File: src/rtl/spi_pkg.sv
// Shared types and constants for the byte-level SPI mode-0 master.
package spi_pkg;

  typedef enum logic [1:0] {
    StIdle,
    StLow,
    StHigh,
    StDone
  } spi_state_e;

  localparam int unsigned SPI_DIV_WIDTH   = 8;
  localparam logic        SPI_IDLE_MOSI   = 1'b1;
  localparam logic        SPI_CS_DESELECT = 1'b1;

endpackage

File: src/rtl/spi_byte_master_if.sv
// Request/response channels between the SPI controller logic and spi_byte_master.
interface spi_byte_master_if
  import spi_pkg::*;
#(
  parameter int unsigned DIV_WIDTH = SPI_DIV_WIDTH
);

  logic                 req_valid;
  logic                 req_ready;
  logic [7:0]           req_data;
  logic                 req_cs;
  logic [DIV_WIDTH-1:0] div;
  logic                 resp_valid;
  logic                 resp_ready;
  logic [7:0]           resp_data;

  modport master (
    output req_valid, req_data, req_cs, div, resp_ready,
    input  req_ready, resp_valid, resp_data
  );

  modport slave (
    input  req_valid, req_data, req_cs, div, resp_ready,
    output req_ready, resp_valid, resp_data
  );

endinterface

File: src/rtl/spi_byte_master.sv
// SPI mode-0 byte master: shifts one byte out MSB first per request, returns the byte read
// from MISO. SCLK half-period is div+1 clocks, latched per byte.
module spi_byte_master
  import spi_pkg::*;
#(
  parameter int unsigned DIV_WIDTH = SPI_DIV_WIDTH
) (
  input  logic             clock,
  input  logic             reset,
  spi_byte_master_if.slave bus,
  output logic             spi_clk,
  output logic             spi_mosi,
  input  logic             spi_miso,
  output logic             spi_cs
);

  spi_state_e           state_q, state_d;
  logic [DIV_WIDTH-1:0] div_q, div_d;
  logic [DIV_WIDTH-1:0] half_q, half_d;
  logic [2:0]           bit_q, bit_d;
  logic [7:0]           shift_q, shift_d;
  logic                 clk_q, clk_d;
  logic                 mosi_q, mosi_d;
  logic                 cs_q, cs_d;
  logic                 req_ready_q, req_ready_d;
  logic                 resp_valid_q, resp_valid_d;

  always_ff @(posedge clock or posedge reset) begin
    if (reset) begin
      state_q      <= StIdle;
      div_q        <= '0;
      half_q       <= '0;
      bit_q        <= '0;
      shift_q      <= '0;
      clk_q        <= 1'b0;
      mosi_q       <= SPI_IDLE_MOSI;
      cs_q         <= SPI_CS_DESELECT;
      req_ready_q  <= 1'b1;
      resp_valid_q <= 1'b0;
    end else begin
      state_q      <= state_d;
      div_q        <= div_d;
      half_q       <= half_d;
      bit_q        <= bit_d;
      shift_q      <= shift_d;
      clk_q        <= clk_d;
      mosi_q       <= mosi_d;
      cs_q         <= cs_d;
      req_ready_q  <= req_ready_d;
      resp_valid_q <= resp_valid_d;
    end
  end

  always_comb begin
    state_d      = state_q;
    div_d        = div_q;
    half_d       = half_q;
    bit_d        = bit_q;
    shift_d      = shift_q;
    clk_d        = clk_q;
    mosi_d       = mosi_q;
    cs_d         = cs_q;
    req_ready_d  = req_ready_q;
    resp_valid_d = resp_valid_q;

    unique case (state_q)
      StIdle: begin
        if (bus.req_valid) begin
          shift_d     = bus.req_data;
          div_d       = bus.div;
          half_d      = bus.div;
          cs_d        = bus.req_cs;
          bit_d       = 3'd7;
          mosi_d      = bus.req_data[7];
          clk_d       = 1'b0;
          req_ready_d = 1'b0;
          state_d     = StLow;
        end
      end
      StLow: begin
        if (half_q == '0) begin
          half_d  = div_q;
          clk_d   = 1'b1;
          state_d = StHigh;
        end else begin
          half_d = half_q - 1'b1;
        end
      end
      StHigh: begin
        if (half_q == '0) begin
          // Sample at the end of the high phase: MISO was launched on the previous falling edge.
          shift_d = {shift_q[6:0], spi_miso};
          half_d  = div_q;
          clk_d   = 1'b0;
          if (bit_q == 3'd0) begin
            mosi_d       = SPI_IDLE_MOSI;
            resp_valid_d = 1'b1;
            state_d      = StDone;
          end else begin
            bit_d   = bit_q - 3'd1;
            mosi_d  = shift_q[6];
            state_d = StLow;
          end
        end else begin
          half_d = half_q - 1'b1;
        end
      end
      StDone: begin
        if (bus.resp_ready) begin
          resp_valid_d = 1'b0;
          req_ready_d  = 1'b1;
          state_d      = StIdle;
        end
      end
      default: state_d = StIdle;
    endcase
  end

  assign bus.req_ready  = req_ready_q;
  assign bus.resp_valid = resp_valid_q;
  assign bus.resp_data  = shift_q;
  assign spi_clk        = clk_q;
  assign spi_mosi       = mosi_q;
  assign spi_cs         = cs_q;

endmodule

File: src/flat_wrapper.sv
// flat-port wrapper written by rule: the top's interface ports become plain ports
module spi_byte_master_flat import spi_pkg::*;
#(
  parameter int unsigned DIV_WIDTH = SPI_DIV_WIDTH
)
  (clock, reset, spi_clk, spi_mosi, spi_miso, spi_cs, bus_req_valid, bus_req_data, bus_req_cs, bus_div, bus_resp_ready, bus_req_ready, bus_resp_valid, bus_resp_data);
  spi_byte_master_if #(.DIV_WIDTH(DIV_WIDTH)) bus_i ();
  input  logic clock;
  input  logic reset;
  output logic spi_clk;
  output logic spi_mosi;
  input  logic spi_miso;
  output logic spi_cs;
  input wire logic [$bits(bus_i.req_valid)-1:0] bus_req_valid;
  input wire logic [$bits(bus_i.req_data)-1:0] bus_req_data;
  input wire logic [$bits(bus_i.req_cs)-1:0] bus_req_cs;
  input wire logic [$bits(bus_i.div)-1:0] bus_div;
  input wire logic [$bits(bus_i.resp_ready)-1:0] bus_resp_ready;
  output wire logic [$bits(bus_i.req_ready)-1:0] bus_req_ready;
  output wire logic [$bits(bus_i.resp_valid)-1:0] bus_resp_valid;
  output wire logic [$bits(bus_i.resp_data)-1:0] bus_resp_data;
  assign bus_i.req_valid = bus_req_valid;
  assign bus_i.req_data = bus_req_data;
  assign bus_i.req_cs = bus_req_cs;
  assign bus_i.div = bus_div;
  assign bus_i.resp_ready = bus_resp_ready;
  assign bus_req_ready = bus_i.req_ready;
  assign bus_resp_valid = bus_i.resp_valid;
  assign bus_resp_data = bus_i.resp_data;
  spi_byte_master #(.DIV_WIDTH(DIV_WIDTH)) u_core (.clock(clock), .reset(reset), .bus(bus_i), .spi_clk(spi_clk), .spi_mosi(spi_mosi), .spi_miso(spi_miso), .spi_cs(spi_cs));
endmodule
File: config.mk
export PLATFORM = sky130hd
export DESIGN_NAME = spi_byte_master_flat
export DESIGN_NICKNAME = d
export VERILOG_FILES = /design/src/rtl/spi_pkg.sv /design/src/rtl/spi_byte_master_if.sv /design/src/rtl/spi_byte_master.sv /design/src/flat_wrapper.sv
export SDC_FILE = /design/constraint.sdc
export NUM_CORES = 1
export LEC_CHECK = 0
export CORE_UTILIZATION = 52
export CTS_CLUSTER_SIZE = 16
export DETAILED_ROUTE_END_ITERATION = 12
export GPL_TIMING_DRIVEN = 0
export PLACE_DENSITY = 0.75
export REMOVE_ABC_BUFFERS = 1
export SYNTH_ARGS = -nofsm -noshare
export SYNTH_HDL_FRONTEND = slang
export SYNTH_SLANG_ARGS = --single-unit
File: constraint.sdc
create_clock -name clock -period 2.6 [get_ports clock]
set_clock_uncertainty 0.15 [all_clocks]
set_input_delay 0.26 -clock clock [delete_from_list [all_inputs] [get_ports clock]]
set_output_delay 0.26 -clock clock [all_outputs]
set_load 0.005 [all_outputs]
==> flow_summary.html <==
<table>
<tr><th>Metric</th><th>Value</th></tr>
<tr><th colspan="2">Route</th></tr>
<tr><td>Mean routed wirelength per cell</td><td>15.9 µm</td></tr>
<tr><td>Via count normalized by instance count</td><td>5.98</td></tr>
<tr><td>Post-route antenna net violation count</td><td>0</td></tr>
<tr><td>Detailed Route WL</td><td>4.27 mm</td></tr>
<tr><td>TritonRoute pass-1 iters</td><td>4</td></tr>
<tr><td>DRC violation count after routing</td><td>0</td></tr>
<tr><td>Drt initial violations</td><td>77</td></tr>
<tr><td>Count of vias placed by the detailed router</td><td>1,602</td></tr>
<tr><th colspan="2">Global route</th></tr>
<tr><td>Maximum number of pins on one net before global-route repair</td><td>35</td></tr>
<tr><td>Antenna violations before repair</td><td>0</td></tr>
<tr><td>Number of global-route vias before repair</td><td>1,642</td></tr>
<tr><td>Wire length of the first global-routing pass</td><td>7.31 mm</td></tr>
<tr><td>Sum of overflow across all layers after global routing</td><td>0</td></tr>
<tr><td>All-Layer GR Usage</td><td>0.233</td></tr>
<tr><th colspan="2">Clock tree</th></tr>
<tr><td>Clock sink count</td><td>34</td></tr>
<tr><td>Buffer type at the clock tree root</td><td>clkbuf_8</td></tr>
<tr><td>CTS buffer count</td><td>5</td></tr>
<tr><td>CTS tree</td><td>yes</td></tr>
<tr><td>Quantity of gates resized following cts</td><td>0</td></tr>
<tr><td>CTS hold repair buffers</td><td>0</td></tr>
<tr><td>Postcts setup bufs</td><td>0</td></tr>
<tr><td>Clock insertion delay at the later pin of the skew report</td><td>0.29 ns</td></tr>
<tr><td>H-tree levels</td><td>2</td></tr>
<tr><td>Buffers from clock root to sink, at most</td><td>2</td></tr>
<tr><td>Clock slew at the register clock pins of the worst setup and hold paths</td><td>0.07 ns</td></tr>
<tr><th colspan="2">Die</th></tr>
<tr><td>Die width</td><td>63.5 µm</td></tr>
<tr><td>Core Region</td><td>3470 µm²</td></tr>
<tr><td>Die Area</td><td>4030 µm²</td></tr>
<tr><td>I/O pin cnt</td><td>35</td></tr>
<tr><td>Number of rows created at floorplan</td><td>21</td></tr>
<tr><td>Initial standard-cell utilization of the core</td><td>0.567</td></tr>
<tr><td>Die H</td><td>63.5 µm</td></tr>
<tr><th colspan="2">Yosys</th></tr>
<tr><td>Post-synthesis cell type count</td><td>43</td></tr>
<tr><td>Summed instance area of the synthesized netlist</td><td>1970 µm²</td></tr>
<tr><td>Synth area leader</td><td>dfrtp_1</td></tr>
<tr><td>#FFs+latches synth</td><td>34</td></tr>
<tr><td>Synth warn</td><td>0</td></tr>
<tr><td>Number of enable-type register cells in the synthesized netlist</td><td>0</td></tr>
<tr><td>Top-area cell type share of the netlist area</td><td>0.394</td></tr>
<tr><td>Proportion of synthesized flip-flops having asynchronous set or reset</td><td>1.00</td></tr>
<tr><td>Sequential area share after synthesis</td><td>0.434</td></tr>
<tr><td>Avg Inst Size Synth</td><td>10.6 µm²</td></tr>
<tr><td>Largest cells by area after synthesis</td><td>dfrtp_1 39%, mux2_2 15%, ha_1 5.7%</td></tr>
<tr><td>Most common flop cell mapped by yosys</td><td>dfrtp_1</td></tr>
<tr><td>Syn Inst Count</td><td>186</td></tr>
<tr><th colspan="2">Worst setup path</th></tr>
<tr><td>Crit path DAT</td><td>2.45 ns</td></tr>
<tr><td>Path depth of the worst reg2reg path</td><td>7</td></tr>
<tr><td>Reg2Reg Capture Point</td><td>u_core.bus.resp_data[6]</td></tr>
<tr><td>Startpoint type of the worst setup path</td><td>register</td></tr>
<tr><td>Critical path data required time</td><td>2.62 ns</td></tr>
<tr><td>Worst setup path category</td><td>register to register</td></tr>
<tr><td>Setup crit end</td><td>u_core.bus.resp_data[6]</td></tr>
<tr><td>Internal reg-to-reg setup slack</td><td>0.16 ns</td></tr>
<tr><td>Crit Reg-Reg Startpoint</td><td>u_core.half_q[0]</td></tr>
<tr><td>Setup crit start</td><td>u_core.half_q[0]</td></tr>
<tr><td>Largest driver fanout on the critical path</td><td>11</td></tr>
<tr><td>Nature of the critical path endpoint</td><td>register</td></tr>
<tr><th colspan="2">Cells and area</th></tr>
<tr><td>Count of fill cells added during filler insertion</td><td>266</td></tr>
<tr><td>Antenna cell count</td><td>0</td></tr>
<tr><td>Fraction of layout instances using a drive strength above 1</td><td>0.185</td></tr>
<tr><td>Count of nets after finishing</td><td>252</td></tr>
<tr><td>Final std cell area, no fill</td><td>2470 µm²</td></tr>
<tr><td>Final core occ</td><td>0.712</td></tr>
<tr><td>Syn-to-layout area delta</td><td>25.6%</td></tr>
<tr><th colspan="2">Power</th></tr>
<tr><td>Design Power</td><td>0.00301 W</td></tr>
<tr><td>Peak supply drop</td><td>0.000595 V</td></tr>
<tr><td>Pwr per Cell Area</td><td>1220 nW/µm²</td></tr>
<tr><td>Leakage dissipation</td><td>0.999 nW</td></tr>
<tr><th colspan="2">Place</th></tr>
<tr><td>Number of port buffers</td><td>34</td></tr>
<tr><td>DPL Wire Length</td><td>3.03 mm</td></tr>
<tr><td>Cell area after placement</td><td>2330 µm²</td></tr>
<tr><td>Last weighted congestion value of the routability-driven placer</td><td>0.927</td></tr>
<tr><th colspan="2">Timing</th></tr>
<tr><td>Worst hold-check slack</td><td>0.0944 ns</td></tr>
<tr><td>Share of the clock period used by the worst path after layout</td><td>0.937</td></tr>
<tr><td>Final-layout setup total negative slack</td><td>0 ns</td></tr>
<tr><td>Minimum clock period after layout</td><td>2.44 ns</td></tr>
<tr><td>Worst slew pin tran</td><td>0.694 ns</td></tr>
<tr><td>Final setup violation count</td><td>0</td></tr>
<tr><td>Normalized max-slew margin</td><td>0.536</td></tr>
<tr><td>Max-slew violations</td><td>0</td></tr>
<tr><td>Fmax</td><td>0.411 GHz</td></tr>
<tr><td>Number of hold-slack violations in the final timing report</td><td>0</td></tr>
<tr><td>RSZ-0062 raised after global routing</td><td>no</td></tr>
<tr><th colspan="2">Min path</th></tr>
<tr><td>Hold/Removal Path Class</td><td>input pin to async pin</td></tr>
<tr><th colspan="2">Run</th></tr>
<tr><td>MaxCap Viol Count</td><td>0</td></tr>
<tr><th colspan="2">Run status</th></tr>
<tr><td>Status</td><td>complete, no violations</td></tr>
</table>
==> routing by layer <==
layer / vias up / wire [µm] / track usage
li1: 756 / - / -
met1: 789 / 1920 / 0.293
met2: 52 / 2070 / 0.376
met3: 5 / 247 / 0.0761
met4: 0 / 40 / 0.0739
met5: - / 0 / 0
==> how the worst min path moves through the flow <==
stage / end / slack [ns]
finish: u_core.half_q[4] / 0.09
global route: u_core.half_q[4] / 0.14
CTS: u_core.bit_q[0] / 0.36
detailed placement: u_core.div_q[5] / 0.34
global placement: u_core.bit_q[0] / 0.32
floorplan: u_core.bus.resp_valid / 0.21
==> area by class of cell <==
cell class | instances | area (µm²) | area share
Timing Repair Buffer | 36 | 388 | 0.157
Tap cell | 46 | 57.6 | 0.0233
Clock buffer | 8 | 90.1 | 0.0365
Multi-Input combinational cell | 131 | 1030 | 0.418
Sequential cell | 34 | 855 | 0.346
Inverter | 13 | 48.8 | 0.0197
==> logic make-up after synthesis <==
kind of cell             after synthesis  share of synthesized area
AO/OA/AOI/OAI                         47                      0.158
XOR/XNOR                               2                    0.00891
adder cells (fa/ha/maj)                9                     0.0573
buffers and inverters                 21                     0.0407
flip-flops                            34                      0.434
multiplexers                          30                      0.169
AND/OR/NAND/NOR                       43                      0.131
==> worst max-delay path, stage by stage (launching register included) <==
cell      delay [ns]
dfrtp_1         0.44
inv_1           0.10
ha_1            0.19
nor3b_2         0.35
nand2_2         0.27
a211oi_4        0.32
buf_12          0.16
mux2_2          0.33
==> power breakdown <==
group	total (W)	internal [W]	switching, W
Sequential	0.00103	0.000791	0.000237
Clock	0.000398	0.000216	0.000182
Combinational	0.00158	0.000826	0.000756
Total	0.00301	0.00183	0.00117
==> cells in the mapped netlist, types with 2 or more instances <==
cell type,n
a31oi_1,6
nor3b_1,4
dfstp_2,3
a21oi_1,13
dfrtp_1,31
nor3_1,4
o21ai_0,9
nand2_1,6
mux2i_1,4
or4_1,2
a221oi_1,3
mux2_2,26
nand3b_1,3
nand2b_1,2
ha_1,9
clkbuf_1,7
nor2_1,11
o22ai_1,3
inv_1,13
xnor2_1,2
a2bb2oi_1,2
nor4_1,2
==> per-stage QoR <==
| step | instances | setup slack, ns |
|---|---|---|
| floorplan | 178 | 0.396 |
| finish | 268 | 0.164 |
| global placement | 258 | 0.0847 |
| detailed placement | 258 | 0.0576 |
| CTS | 266 | 0.0363 |
| global route | 268 | 0.0292 |
==> state kept, by name, summed over array words and instances (netlist names) <==
register,flops
u_core.spi_mosi,1
u_core.state_q,2
u_core.spi_cs,1
u_core.half_q,8
u_core.spi_clk,1
u_core.div_q,8
u_core.bus.resp_data,8
u_core.bit_q,3
u_core.bus.req_ready,1
u_core.bus.resp_valid,1
==> placed cells by master (no fill, tap or decap), types with 2 or more instances in the layout <==
cell type and count:
ha_1 9, nand3b_1 3, nand2b_1 2, a31oi_1 6, clkdlybuf4s50_1 34, a2bb2oi_1 2
nor4_1 2, inv_1 12, dfstp_2 3, clkbuf_1 2, nor3b_1 4, or4_1 2
a221oi_1 3, a21oi_1 13, o22ai_1 3, nor3_1 4, clkbuf_8 6, dfrtp_1 31
nand2_1 6, mux2_2 26, o21ai_0 9, nor2_1 11, mux2i_1 4, xnor2_1 2
Note: power is estimated with default switching activity, not from simulation.
==> edit 1, RTL diff (config.mk and constraints unchanged) <==
`shift_q` no longer has a reset.
--- a/src/rtl/spi_byte_master.sv
+++ b/src/rtl/spi_byte_master.sv
@@ -31,7 +31,6 @@
       div_q        <= '0;
       half_q       <= '0;
       bit_q        <= '0;
-      shift_q      <= '0;
       clk_q        <= 1'b0;
       mosi_q       <= SPI_IDLE_MOSI;
       cs_q         <= SPI_CS_DESELECT;
@@ -42,13 +41,16 @@
       div_q        <= div_d;
       half_q       <= half_d;
       bit_q        <= bit_d;
-      shift_q      <= shift_d;
       clk_q        <= clk_d;
       mosi_q       <= mosi_d;
       cs_q         <= cs_d;
       req_ready_q  <= req_ready_d;
       resp_valid_q <= resp_valid_d;
     end
+  end
+
+  always_ff @(posedge clock) begin
+    shift_q <= shift_d;
   end
 
   always_comb begin
Function: changed (a bounded check fails within 4 cycles, from zero or initial values and one cycle with reset high).
==> edit 1 against the original RTL <==
Via count down 3.7%; design area down 2.3%; total power down 1.0%; wire length up 7.6%; worst setup slack worse by 0.098 ns; synthesized area down 0.76%; critical endpoint is now u_core.half_q[5]$_DFFE_PP0P_; die area down 0.74%; sequential share of layout area up 2.5 points; sequential cell count unchanged; first-iteration DRC count up 66%.
==> edit 1: results (changes against the original RTL) <==
| Metric | This run | Unit | vs unedited |
|:---|:---|:---|:---|
| Fraction of synthesis flops using an asynchronous set or reset pin | 0.7647 | - | -0.2353 |
| Ratio of cells with drive above 1 in the final layout | 0.1981 | - | +0.01343 |
| Post-placement setup slack | -0.2700 | ns | -0.3277 ns |
| Worst min-delay path class | register to register | - |  |
| Top cells by area, synth | sky130_fd_sc_hd__dfrtp_1 (29%), sky130_fd_sc_hd__edfxtp_1 (12%), sky130_fd_sc_hd__mux2_2 (9.8%) | - |  |
| Share of cell area taken by muxes after synthesis | 0.1237 | - | -0.04549 |
| Metal-1 WL | 1960 | um | +2.2% |
| Number of flops mapped to enable cells by yosys | 8 | - | +8 |
| Crit-path max cell delay | 0.48 | ns | +0.04 ns |
| Peak supply drop | 626.1 | uV | +5.2% |
| Crit path DAT | 2.52 | ns | +0.07 ns |
| Number of DRC markers after the initial detailed-route iteration | 128 | - | +66% |
| First-pass GRT wire length | 8031 | um | +9.9% |
| Reg clk slew, reported paths | 0.07 | ns | about the same |
| Cell type of the slowest stage on the worst timing path | sky130_fd_sc_hd__or2_2 | - |  |
| Largest net degree at the start of global routing | 27 | - | -23% |
| Vias/cell | 5.981 | - | about the same |
| Top cells by count, synth | sky130_fd_sc_hd__dfrtp_1 (23), sky130_fd_sc_hd__mux2_2 (17), sky130_fd_sc_hd__a21oi_1 (14) | - |  |
| Num CTS Buffers | 5 | - | unchanged |
| Routing usage on met1 | 0.3267 | - | +0.03333 |
| CP max FO | 12 | - | +1 |
| Routing usage on met2 | 0.4530 | - | +0.07663 |
| GRT Resource Usage Total | 0.2622 | - | +0.02915 |
| Worst Max-Slew Pin Slew | 0.9984 | ns | +0.3048 ns |
| Synth Area in Compound Gates | 0.1731 | - | +0.01468 |
| Total length of routed wires | 4598 | um | +7.6% |
| NumNets Final | 241 | - | -4.4% |
| Distinct cell type count after synthesis | 48 | - | +12% |
| Met3 Wirelength | 235 | um | -4.9% |
| Post-detail-place hpwl | 3208 | um | +5.8% |
| Status | finished clean | - |  |
| Routability-driven placement congestion ratio | 0.8510 | - | -8.2% |
| Portion of the post-synthesis area used by sequential elements | 0.4583 | - | +0.02385 |
| Routed length on met2 | 2324 | um | +12% |
| Via count of the first global-routing pass | 1682 | - | +2.4% |
| Leakage power total | 0.0009858 | uW | -1.3% |
| GR Layer Usage met3 | 0.04529 | - | -0.03080 |
-- edit 1: area by class of cell --
type	instances	area, um^2
Fill cell	288	1055
Multi-Input combinational cell	127	996.0
Sequential cell	34	894.6
Timing Repair Buffer	34	340.3
Clock buffer	7	86.33
Tap cell	46	57.56
Inverter	9	33.78
Clock inverter	1	5.005
-- edit 1: timing repair --
item | 4_1_cts | 5_1_grt
setup endpoints to repair | 8 | 10
endpoints found under the hold margin | 0 | 0
resized for setup | 2 | 2
-- edit 1: metrics by stage --
step,hold WS (ns),util,cell area [um^2],cells
after detailed placement,0.3141,0.6649,2306,250
after global placement,0.3017,0.6649,2306,250
final,0.3356,0.6959,2414,258
after CTS,0.3302,0.6930,2404,258
after floorplan,0.1478,-,1908,170
after global routing,0.3653,0.6959,2414,258
-- edit 1: power breakdown --
group,total (uW),leakage (uW),switching (uW),internal [uW]
clock network,401,0.0000482,188,214
logic,1520,0.000559,800,717
registers,1060,0.000378,227,831
total,2980,0.000986,1210,1760
-- edit 1: worst paths after layout --
path | cells after the start | slack, ns | startpoint | end
max in group asynchronous | 2 | 1.32 | reset | u_core.div_q[6]$_DFFE_PP0P_
min | 2 | 0.34 | u_core.div_q[4]$_DFFE_PP0P_ | u_core.div_q[4]$_DFFE_PP0P_
max reg2reg | 6 | 0.07 | u_core.state_q[0]$_DFFE_PP0P_ | u_core.half_q[5]$_DFFE_PP0P_
min in group asynchronous | 2 | 0.37 | reset | u_core.half_q[3]$_DFFE_PP0P_
max | 6 | 0.07 | u_core.state_q[0]$_DFFE_PP0P_ | u_core.half_q[5]$_DFFE_PP0P_
min reg2reg | 2 | 0.34 | u_core.div_q[4]$_DFFE_PP0P_ | u_core.div_q[4]$_DFFE_PP0P_
==> edit 2, RTL diff (same flow settings) <==
Made on the original files. Change the package constant `SPI_DIV_WIDTH` from 8 to 12.
--- a/src/rtl/spi_pkg.sv
+++ b/src/rtl/spi_pkg.sv
@@ -8,7 +8,7 @@
     StDone
   } spi_state_e;
 
-  localparam int unsigned SPI_DIV_WIDTH   = 8;
+  localparam int unsigned SPI_DIV_WIDTH   = 12;
   localparam logic        SPI_IDLE_MOSI   = 1'b1;
   localparam logic        SPI_CS_DESELECT = 1'b1;
 
Interface: changed (resized bus_div); port bits go from 35 to 39. No check against the original RTL was run, so the function may have changed too.
==> edit 2 against the original RTL <==
Synthesized area is 23% higher; sequential cell count increased by 8; largest power group unchanged; non-clock buffer count rose by 5; worst setup slack got worse by 0.054 ns; wire length is 28% higher; total power is 16% higher; count of clock-buffer cells in the layout shrank 1; global-route usage is 0.12 points lower; critical endpoint is now u_core.bus.resp_data[7]$_DFFE_PP0P_; synthesized cell count up 32%; design area grew 19%; critical path type unchanged.
==> edit 2: results (changes against the original RTL) <==
| Metric | This run | Unit | vs unedited |
|:---|:---|:---|:---|
| Status | finished clean | - |  |
| Buffers added on ports | 38 | - | +12% |
| Routed length on met2 | 2709 | um | +31% |
| Number of gates given a new drive strength after cts | 6 | - | +6 |
| Fraction of area in clock buffers and inverters | 0.03108 | - | -0.005379 |
| Post-placement setup slack | -0.4049 | ns | -0.4625 ns |
| Internal Pwr Total | 2045 | uW | +12% |
| Cell type of the slowest stage on the worst timing path | sky130_fd_sc_hd__or4b_4 | - |  |
| NumNets Final | 313 | - | +24% |
| Post-detail-place hpwl | 3726 | um | +23% |
| Fillers | 379 | - | +42% |
| Final-layout non-clock buffer area share | 0.1371 | - | -0.01988 |
| Crit path DAT | 2.52 | ns | +0.07 ns |
| Post CTS Setup Buffer Count | 1 | - | +1 |
| Area post-placement | 2791 | um^2 | +20% |
| Proportion of power drawn by flip-flops and latches | 0.356 | - | +0.014 |
| Clock buffer instance count of the final layout | 7 | - | -1 |
| Number of DRC markers after the initial detailed-route iteration | 92 | - | +19% |
| Synth Area in Compound Gates | 0.1968 | - | +0.03838 |
| Number of multi-input combinational cells in the layout | 177 | - | +35% |
| Xor/xnor share of the synthesized area | 0.007269 | - | -0.001637 |
| Peak supply drop | 533.0 | uV | -10% |
| Portion of the post-synthesis area used by sequential elements | 0.4377 | - | +0.003216 |
| Metal-1 WL | 2446 | um | +28% |
| Distinct cell type count after synthesis | 49 | - | +14% |
| Routability-driven placement congestion ratio | 0.8466 | - | -8.7% |
| Routing usage on met1 | 0.3002 | - | +0.006825 |
| Headroom to the max-slew limit | 0.3547 | - | -0.1818 |
## edit 2: changes by cell type after synthesis, sizes merged, moves of 3 or more
| cell | unedited run | this run |
|---|---|---|
| a21oi | 13 | 27 |
| nor2 | 11 | 22 |
| mux2 | 26 | 16 |
| mux2i | 4 | 14 |
| dfrtp | 31 | 39 |
| o31ai | 1 | 7 |
| nor3 | 4 | 9 |
| buf | 1 | 5 |
| nor3b | 5 | 1 |
| o211ai | 0 | 3 |
| o21bai | 0 | 3 |
| o22ai | 3 | 6 |
## edit 2: worst paths after layout
kind	to	slack, ns	cells after the start
max in group asynchronous	u_core.bus.resp_data[6]$_DFFE_PP0P_	1.44	2
min reg2reg	u_core.spi_mosi$_DFFE_PP1P_	0.32	2
max reg2reg	u_core.bus.resp_data[7]$_DFFE_PP0P_	0.11	6
max	u_core.bus.resp_data[7]$_DFFE_PP0P_	0.11	6
min	u_core.div_q[5]$_DFFE_PP0P_	0.32	2
min in group clock	u_core.spi_mosi$_DFFE_PP1P_	0.32	2
